**config.mk**
```make
export PLATFORM = sky130hd
export DESIGN_NAME = if_fetch_stage_flat
export DESIGN_NICKNAME = d
export VERILOG_FILES = /design/src/rtl/if_fetch_stage_if.sv /design/src/rtl/if_fetch_stage.sv /design/src/flat_wrapper.sv
export SDC_FILE = /design/constraint.sdc
export NUM_CORES = 1
export LEC_CHECK = 0
export CELL_PAD_IN_SITES_DETAIL_PLACEMENT = 0
export CELL_PAD_IN_SITES_GLOBAL_PLACEMENT = 2
export CORE_MARGIN = 5
export CORE_UTILIZATION = 29
export CTS_BUF_LIST = sky130_fd_sc_hd__clkbuf_4 sky130_fd_sc_hd__clkbuf_8 sky130_fd_sc_hd__clkbuf_16
export DETAILED_ROUTE_END_ITERATION = 16
export GPL_ROUTABILITY_DRIVEN = 0
export PLACE_DENSITY_LB_ADDON = 0.1
export SLEW_MARGIN = 20
export SYNTH_ARGS = -nofsm -noshare
export SYNTH_HDL_FRONTEND = slang
export SYNTH_SLANG_ARGS = --single-unit
```
**constraint.sdc**
```tcl
create_clock -name clk_i -period 2.95 [get_ports clk_i]
set_clock_uncertainty 0.1 [all_clocks]
set_input_delay 0.7375 -clock clk_i [delete_from_list [all_inputs] [get_ports clk_i]]
set_output_delay 0.7375 -clock clk_i [all_outputs]
set_load 0.005 [all_outputs]
```
**src/rtl/if_fetch_stage_if.sv**
```systemverilog
// Fetch-stage bus: control in, instruction-memory port, and the IF/ID register outputs.
// master = the fetch stage; slave = hazard unit, instruction memory and decoder side.
interface if_fetch_stage_if;
  logic        stall_i;
  logic        redirect_i;
  logic [31:0] redirect_pc_i;
  logic [31:0] imem_addr_o;
  logic [31:0] imem_instr_i;
  logic        ifid_valid_o;
  logic [31:0] ifid_pc_o;
  logic [31:0] ifid_pc_plus4_o;
  logic [31:0] ifid_instr_o;
  logic        oob_o;
  logic [31:0] fetch_cnt_o;

  modport master (
    input  stall_i, redirect_i, redirect_pc_i, imem_instr_i,
    output imem_addr_o, ifid_valid_o, ifid_pc_o, ifid_pc_plus4_o,
           ifid_instr_o, oob_o, fetch_cnt_o
  );

  modport slave (
    output stall_i, redirect_i, redirect_pc_i, imem_instr_i,
    input  imem_addr_o, ifid_valid_o, ifid_pc_o, ifid_pc_plus4_o,
           ifid_instr_o, oob_o, fetch_cnt_o
  );
endinterface

```
**src/rtl/if_fetch_stage.sv**
```systemverilog
// Instruction-fetch stage: PC register, IF/ID capture, redirect/flush, stall, out-of-range guard.
// Optional fetch counter enabled by macro FETCH_PERF_CNT_EN.
module if_fetch_stage #(
  parameter logic [31:0] RESET_PC   = 32'h0000_0000,
  parameter int          IMEM_DEPTH = 32
) (
  input logic              clk_i,
  input logic              rst_i,
  if_fetch_stage_if.master bus
);

  localparam logic [31:0] IMEM_BYTES = 32'(IMEM_DEPTH * 4);

  logic [31:0] pc_q;
  logic        valid_q;
  logic [31:0] ifid_pc_q;
  logic [31:0] ifid_pc_plus4_q;
  logic [31:0] ifid_instr_q;
  logic        oob_q;

  logic [31:0] pc_plus4;
  logic        in_range;
  logic [31:0] fetch_word;
  logic        capture;

  // Stage semantics: redirect flushes and wins over stall; stall freezes PC and IF/ID;
  // otherwise every edge captures one word and ifid_valid_o marks it as real.
  always_comb begin
    pc_plus4   = pc_q + 32'd4;
    in_range   = (pc_q < IMEM_BYTES);
    fetch_word = in_range ? bus.imem_instr_i : 32'h0000_0000;
    capture    = !bus.redirect_i && !bus.stall_i;
  end

  always_ff @(posedge clk_i or negedge rst_i) begin
    if (!rst_i) begin
      pc_q            <= RESET_PC;
      valid_q         <= 1'b0;
      ifid_pc_q       <= 32'h0;
      ifid_pc_plus4_q <= 32'h0;
      ifid_instr_q    <= 32'h0;
      oob_q           <= 1'b0;
    end else if (bus.redirect_i) begin
      pc_q            <= {bus.redirect_pc_i[31:2], 2'b00};
      valid_q         <= 1'b0;
      ifid_pc_q       <= 32'h0;
      ifid_pc_plus4_q <= 32'h0;
      ifid_instr_q    <= 32'h0;
    end else if (!bus.stall_i) begin
      pc_q            <= pc_plus4;
      valid_q         <= 1'b1;
      ifid_pc_q       <= pc_q;
      ifid_pc_plus4_q <= pc_plus4;
      ifid_instr_q    <= fetch_word;
      if (!in_range) begin
        oob_q <= 1'b1;
      end
    end
  end

`ifdef FETCH_PERF_CNT_EN
  logic [31:0] cnt_q;

  always_ff @(posedge clk_i or negedge rst_i) begin
    if (!rst_i) begin
      cnt_q <= 32'h0;
    end else if (capture) begin
      cnt_q <= cnt_q + 32'd1;
    end
  end

  assign bus.fetch_cnt_o = cnt_q;
`else
  logic unused_capture;
  assign unused_capture  = capture;
  assign bus.fetch_cnt_o = 32'h0;
`endif

  assign bus.imem_addr_o     = pc_q;
  assign bus.ifid_valid_o    = valid_q;
  assign bus.ifid_pc_o       = ifid_pc_q;
  assign bus.ifid_pc_plus4_o = ifid_pc_plus4_q;
  assign bus.ifid_instr_o    = ifid_instr_q;
  assign bus.oob_o           = oob_q;

endmodule
```
**src/flat_wrapper.sv**
```systemverilog
// flat-port wrapper written by rule: the top's interface ports become plain ports
module if_fetch_stage_flat 
#(
  parameter logic [31:0] RESET_PC   = 32'h0000_0000,
  parameter int          IMEM_DEPTH = 32
)
  (clk_i, rst_i, bus_stall_i, bus_redirect_i, bus_redirect_pc_i, bus_imem_instr_i, bus_imem_addr_o, bus_ifid_valid_o, bus_ifid_pc_o, bus_ifid_pc_plus4_o, bus_ifid_instr_o, bus_oob_o, bus_fetch_cnt_o);
  if_fetch_stage_if bus_i ();
  input logic clk_i;
  input logic rst_i;
  input wire logic [$bits(bus_i.stall_i)-1:0] bus_stall_i;
  input wire logic [$bits(bus_i.redirect_i)-1:0] bus_redirect_i;
  input wire logic [$bits(bus_i.redirect_pc_i)-1:0] bus_redirect_pc_i;
  input wire logic [$bits(bus_i.imem_instr_i)-1:0] bus_imem_instr_i;
  output wire logic [$bits(bus_i.imem_addr_o)-1:0] bus_imem_addr_o;
  output wire logic [$bits(bus_i.ifid_valid_o)-1:0] bus_ifid_valid_o;
  output wire logic [$bits(bus_i.ifid_pc_o)-1:0] bus_ifid_pc_o;
  output wire logic [$bits(bus_i.ifid_pc_plus4_o)-1:0] bus_ifid_pc_plus4_o;
  output wire logic [$bits(bus_i.ifid_instr_o)-1:0] bus_ifid_instr_o;
  output wire logic [$bits(bus_i.oob_o)-1:0] bus_oob_o;
  output wire logic [$bits(bus_i.fetch_cnt_o)-1:0] bus_fetch_cnt_o;
  assign bus_i.stall_i = bus_stall_i;
  assign bus_i.redirect_i = bus_redirect_i;
  assign bus_i.redirect_pc_i = bus_redirect_pc_i;
  assign bus_i.imem_instr_i = bus_imem_instr_i;
  assign bus_imem_addr_o = bus_i.imem_addr_o;
  assign bus_ifid_valid_o = bus_i.ifid_valid_o;
  assign bus_ifid_pc_o = bus_i.ifid_pc_o;
  assign bus_ifid_pc_plus4_o = bus_i.ifid_pc_plus4_o;
  assign bus_ifid_instr_o = bus_i.ifid_instr_o;
  assign bus_oob_o = bus_i.oob_o;
  assign bus_fetch_cnt_o = bus_i.fetch_cnt_o;
  if_fetch_stage #(.RESET_PC(RESET_PC), .IMEM_DEPTH(IMEM_DEPTH)) u_core (.clk_i(clk_i), .rst_i(rst_i), .bus(bus_i));
endmodule
```
# Word-level counts from Yosys, hierarchy flattened
# Cells that the tools add are included.
[classes]
n_mux = 10
add_sub_neg = 1
n_div = 0
n_reduce_logical = 1
multipliers = 0
shift = 0
bitwise = 3
eq_ne = 1
magnitude_cmp = 1
[ops]
columns = ["cell", "count"]
rows = [
  ["two-way mux 32 bit", 8],
  ["adder 32 x 3 -> 32 bit (second input constant)", 1],
  ["less-than comparator 32 x 8 -> 1 bit (second input constant)", 1],
  ["inverter 1 bit", 3],
  ["AND reduction 3 bit", 1],
  ["two-way mux 1 bit", 2],
  ["inequality test 2 x 1 -> 1 bit (second input constant)", 1],
]
[totals]
reg_bits = 130
latchBits = 0
mem_count = 0
rom_bits = 0
ramBits = 0

# Logic depth before layout (Yosys ltp)
[depth]
word_depth = 4
mapped_depth = 7
mapped_depth_nobuf = 6

# Worst setup path after synthesis
# OpenSTA, ideal clock, no wires.
[synth_timing]
path_kind = "in2reg"
from = "input bus_stall_i"
to = "register u_core.ifid_pc_plus4_q[10], in the netlist u_core.bus.ifid_pc_plus4_o[10]"
path_stages = 5
path_slack_ps = 944
arrival_time_ps = 1774
t_required_ps = 2718
cell_sequence = "clkbuf_1 > clkbuf_1 > buf_2 > mux2i_1 > nor2_1"
[synth_between]
elab_chain_cells = 1
[synth_lines]
columns = ["item", "line", "text"]
rows = [
  ["from (decl)", "flat_wrapper.sv:11", "input wire logic [$bits(bus_i.stall_i)-1:0] bus_stall_i;"],
  ["inequality test 2 x 1 -> 1 bit (no source line)", "--", ""],
  ["to (signal assigned)", "if_fetch_stage.sv:53", "ifid_pc_plus4_q <= pc_plus4;"],
  ["to (decl)", "if_fetch_stage.sv:17", "logic [31:0] ifid_pc_plus4_q;"],
]
# No other way between the ends.
# A chain may end at the register's enable or synchronous reset.

# Worst setup path in the final report
[layout_timing]
from = "register u_core.pc_q[16], in the netlist u_core.bus.imem_addr_o[16]"
to = "output bus_imem_addr_o[16]"
[layout_lines]
columns = ["item", "line", "text"]
rows = [
  ["from (decl)", "if_fetch_stage.sv:14", "logic [31:0] pc_q;"],
  ["from (signal assigned)", "if_fetch_stage.sv:44", "pc_q <= {bus.redirect_pc_i[31:2], 2'b00};"],
  ["from (signal assigned)", "if_fetch_stage.sv:50", "pc_q <= pc_plus4;"],
  ["to (decl)", "flat_wrapper.sv:15", "output wire logic [$bits(bus_i.imem_addr_o)-1:0] bus_imem_addr_o;"],
]
# No word-level cell between the ends.

==> metrics.csv <==
stage,metric,value,unit
finish,multi_input_area,2950,µm²
global_routing,gr-usage-all-layers,16.2,%
worst_setup_path,r2r_start,u_core.bus.imem_addr_o[3]$_DFFE_PN0N_,
pwr,cellPowerDensity,525,nW/µm²
finish,fillCellCount,2191,
clocking,htree_levels,4,
synthesis,ys_async_sr_fraction,100,%
global_routing,grt_max_degree,75,
finish,final_net_count,926,
global_routing,grt_pass1_wl,33000,µm
synthesis,syn_area,6570,µm²
clocking,clock_path_buffers,2,
finish,seq_area,3130,µm²
worst_setup_path,crit_fanout,14,
synthesis,yosysWarnings,0,
worst_setup_path,critPathCaptureType,output pin,
die,pin_count,230,
timing,period_share,86.5,%
worst_setup_path,critical_path.cell_chain,clkdlybuf4s50_1,
worst_setup_path,worstPathRequired,2.11,ns
die,die_h,161,µm
placed_design,io_buffers,193,
worst_setup_path,crit_family,flip-flops,
worst_setup_path,cp-startpoint,u_core.bus.imem_addr_o[16]$_DFFE_PN0N_,
global_routing,grt_pass1_vias,5611,
placed_design,place_inst,1123,
timing,max_slew_margin,50.5,%
timing,whs,0.161,ns
hold_path,hold_class,input port to asynchronous set/reset pin,
routing,vias_per_cell,4.66,
pwr,irDropWorstVdd,0.000300,V
pwr,p_total,4.84,mW
global_routing,grt_antenna_before_repair,1,
clocking,cts_setup_buffers,0,
synthesis,synth_flop_cell,dfrtp_1,
synthesis,ys_seq_elements,125,
timing,grt_setup_unrepaired,no,
finish,final_cell_mix,"190 x clkdlybuf4s50_1, 125 x dfrtp_1, 75 x nand2_1, 57 x nor2_1, 56 x a21oi_1",
finish,finalNonFillerCells,1154,
finish,drive_gt1_share,8.06,%
finish,final_common_cell,clkdlybuf4s50_1,
worst_setup_path,arrival,1.71,ns
die,die_w,161,µm
pwr,total_leakage_power,3.86,nW
clocking,numCtsBuffers,17,
synthesis,synth-seq-area-share,47.6,%
synthesis,synthDistinctLibCells,40,
synthesis,syn-mean-instance-area,9.51,µm²
die,fp.coreArea,22500,µm²
finish,final_util,41.0,%
synthesis,netlist_instances,691,
die,row_count,55,
routing,drt-wirelength-per-cell,17.9,µm
clocking,clock_latency,0.41,ns
clocking,clk_pin_slew,0.06,ns
timing,period_needed,2.55,ns
worst_setup_path,crit_type,flop to output pin,
routing,ant_nets,0,
synthesis,synth_edf_count,0,
timing,worst_slew_pin_slew,0.743,ns
placed_design,dp_hpwl,14600,µm
worst_setup_path,worst-path-buf-inv,1,
clocking,cts_tree,built,
global_routing,gr-total-overflow,0,
clocking,ctsResizeCount,0,
routing,drc,0,
worst_setup_path,slowest_stage,dfrtp_1,
timing,finalSetupViolations,0,
timing,fin_setup_tns,0,ns
worst_setup_path,slowest_delay,0.68,ns
timing,drv_slew,0,
timing,clock.fmax,0.392,GHz
routing,drt_pass1_iterations,4,
finish,area_growth,40.3,%
clocking,clock-root-buffer,clkbuf_16,
die,start_util,29.2,%
worst_setup_path,critPathLaunchType,flop,
routing,totalWireLength,20600,µm
job,max_cap_violations,0,
routing,vias,5372,
routing,initialDrtViolationCount,344,
status,status,finished clean,
clocking,hold_buffers,0,
clocking,cts_num_sinks,125,
timing,hold_violations,0,
die,die-area,25800,µm²
[kinds of logic (layout without fill, tap and decap cells)]
| group | count (synthesis) | count (layout) | synth area share [%] |
|---|---|---|---|
| AO/OA/AOI/OAI | 100 | 100 | 8.24 |
| XOR/XNOR | 55 | 55 | 7.33 |
| adder cells (fa/ha/maj) | 1 | 1 | 0.190 |
| buffers and inverters | 117 | 261 | 9.37 |
| flip-flops | 125 | 125 | 47.6 |
| multiplexers | 41 | 41 | 6.32 |
| other | 1 | 35 | 0.0571 |
| AND/OR/NAND/NOR | 251 | 251 | 20.9 |
[report_power, final]
part	total, mW	switching (mW)	leakage [nW]	internal [mW]
sequential	1.95	0.135	1.64	1.81
combinational	0.728	0.330	1.92	0.398
clock	2.17	0.757	0.299	1.41
total	4.84	1.22	3.86	3.62
[flip-flops by register name (all words and copies together), names as in the netlist]
| register | count |
|---|---|
| u_core.bus.ifid_instr_o | 32 |
| u_core.bus.ifid_pc_plus4_o | 31 |
| u_core.bus.ifid_pc_o | 30 |
| u_core.bus.imem_addr_o | 30 |
| u_core.bus.ifid_valid_o | 1 |
| u_core.bus.oob_o | 1 |
[path summary, 6_finish.rpt]
| path | to | slack, ns | cells after the start |
|---|---|---|---|
| max | bus_imem_addr_o[16] | 0.40 | 1 |
| min | u_core.bus.imem_addr_o[14]$_DFFE_PN0N_ | 0.16 | 1 |
| max reg2reg | u_core.bus.ifid_pc_plus4_o[30]$_DFFE_PN0N_ | 0.61 | 6 |
| min reg2reg | u_core.bus.oob_o$_DFFE_PN0P_ | 0.38 | 2 |
| max in group asynchronous | u_core.bus.imem_addr_o[31]$_DFFE_PN0N_ | 1.87 | 2 |
| min in group clk_i | u_core.bus.oob_o$_DFFE_PN0P_ | 0.38 | 2 |
[cell usage after synthesis, types with 3 or more instances]
cell / number / area, µm²
buf_1: 3 / 11.3
dfrtp_1: 125 / 3130
mux2i_1: 37 / 370
inv_1: 17 / 63.8
nor4_1: 8 / 50.1
o21ai_0: 26 / 130
and3_1: 4 / 25.0
nor4_4: 3 / 63.8
xor2_1: 18 / 158
nand3b_1: 35 / 263
nand4_1: 12 / 75.1
nand4b_1: 3 / 26.3
buf_4: 40 / 300
o21a_1: 13 / 97.6
nand3_1: 20 / 100
nor2_1: 58 / 218
and4_1: 3 / 26.3
nand2_1: 75 / 282
buf_2: 21 / 105
xnor2_1: 37 / 324
nor3_1: 13 / 65.1
a21oi_1: 56 / 280
clkbuf_1: 36 / 135
mux2_2: 4 / 45.0
nor2b_1: 4 / 25.0
[routing by layer]
metal	global-route usage, %	vias to the layer above	routed length [µm]
li1	-	2589	-
met1	22.3	2576	9830
met2	25.2	187	9360
met3	4.67	20	1160
met4	4.38	0	274
met5	0	-	0
[area by class of cell]
cell class | count | share of cell area, %
clock inverters | 7 | 1.22
multi-input cells | 482 | 32.0
diodes | 1 | 0.0271
well taps | 285 | 3.87
flip-flops and latches | 125 | 33.9
inverters | 17 | 0.692
repair buffers | 214 | 22.9
clock buffers | 23 | 5.31
[through the flow]
| stage | area (µm²) | worst slack (ns) |
|---|---|---|
| 6_report | 9220 | 0.398 |
| 2_1_floorplan | 6700 | 0.944 |
| 4_1_cts | 9220 | 0.368 |
| 3_3_place_gp | 8620 | 0.513 |
| 3_5_place_dp | 8620 | 0.472 |
| 5_1_grt | 9220 | 0.292 |
No activity file was read; power rests on OpenSTA's default activity.
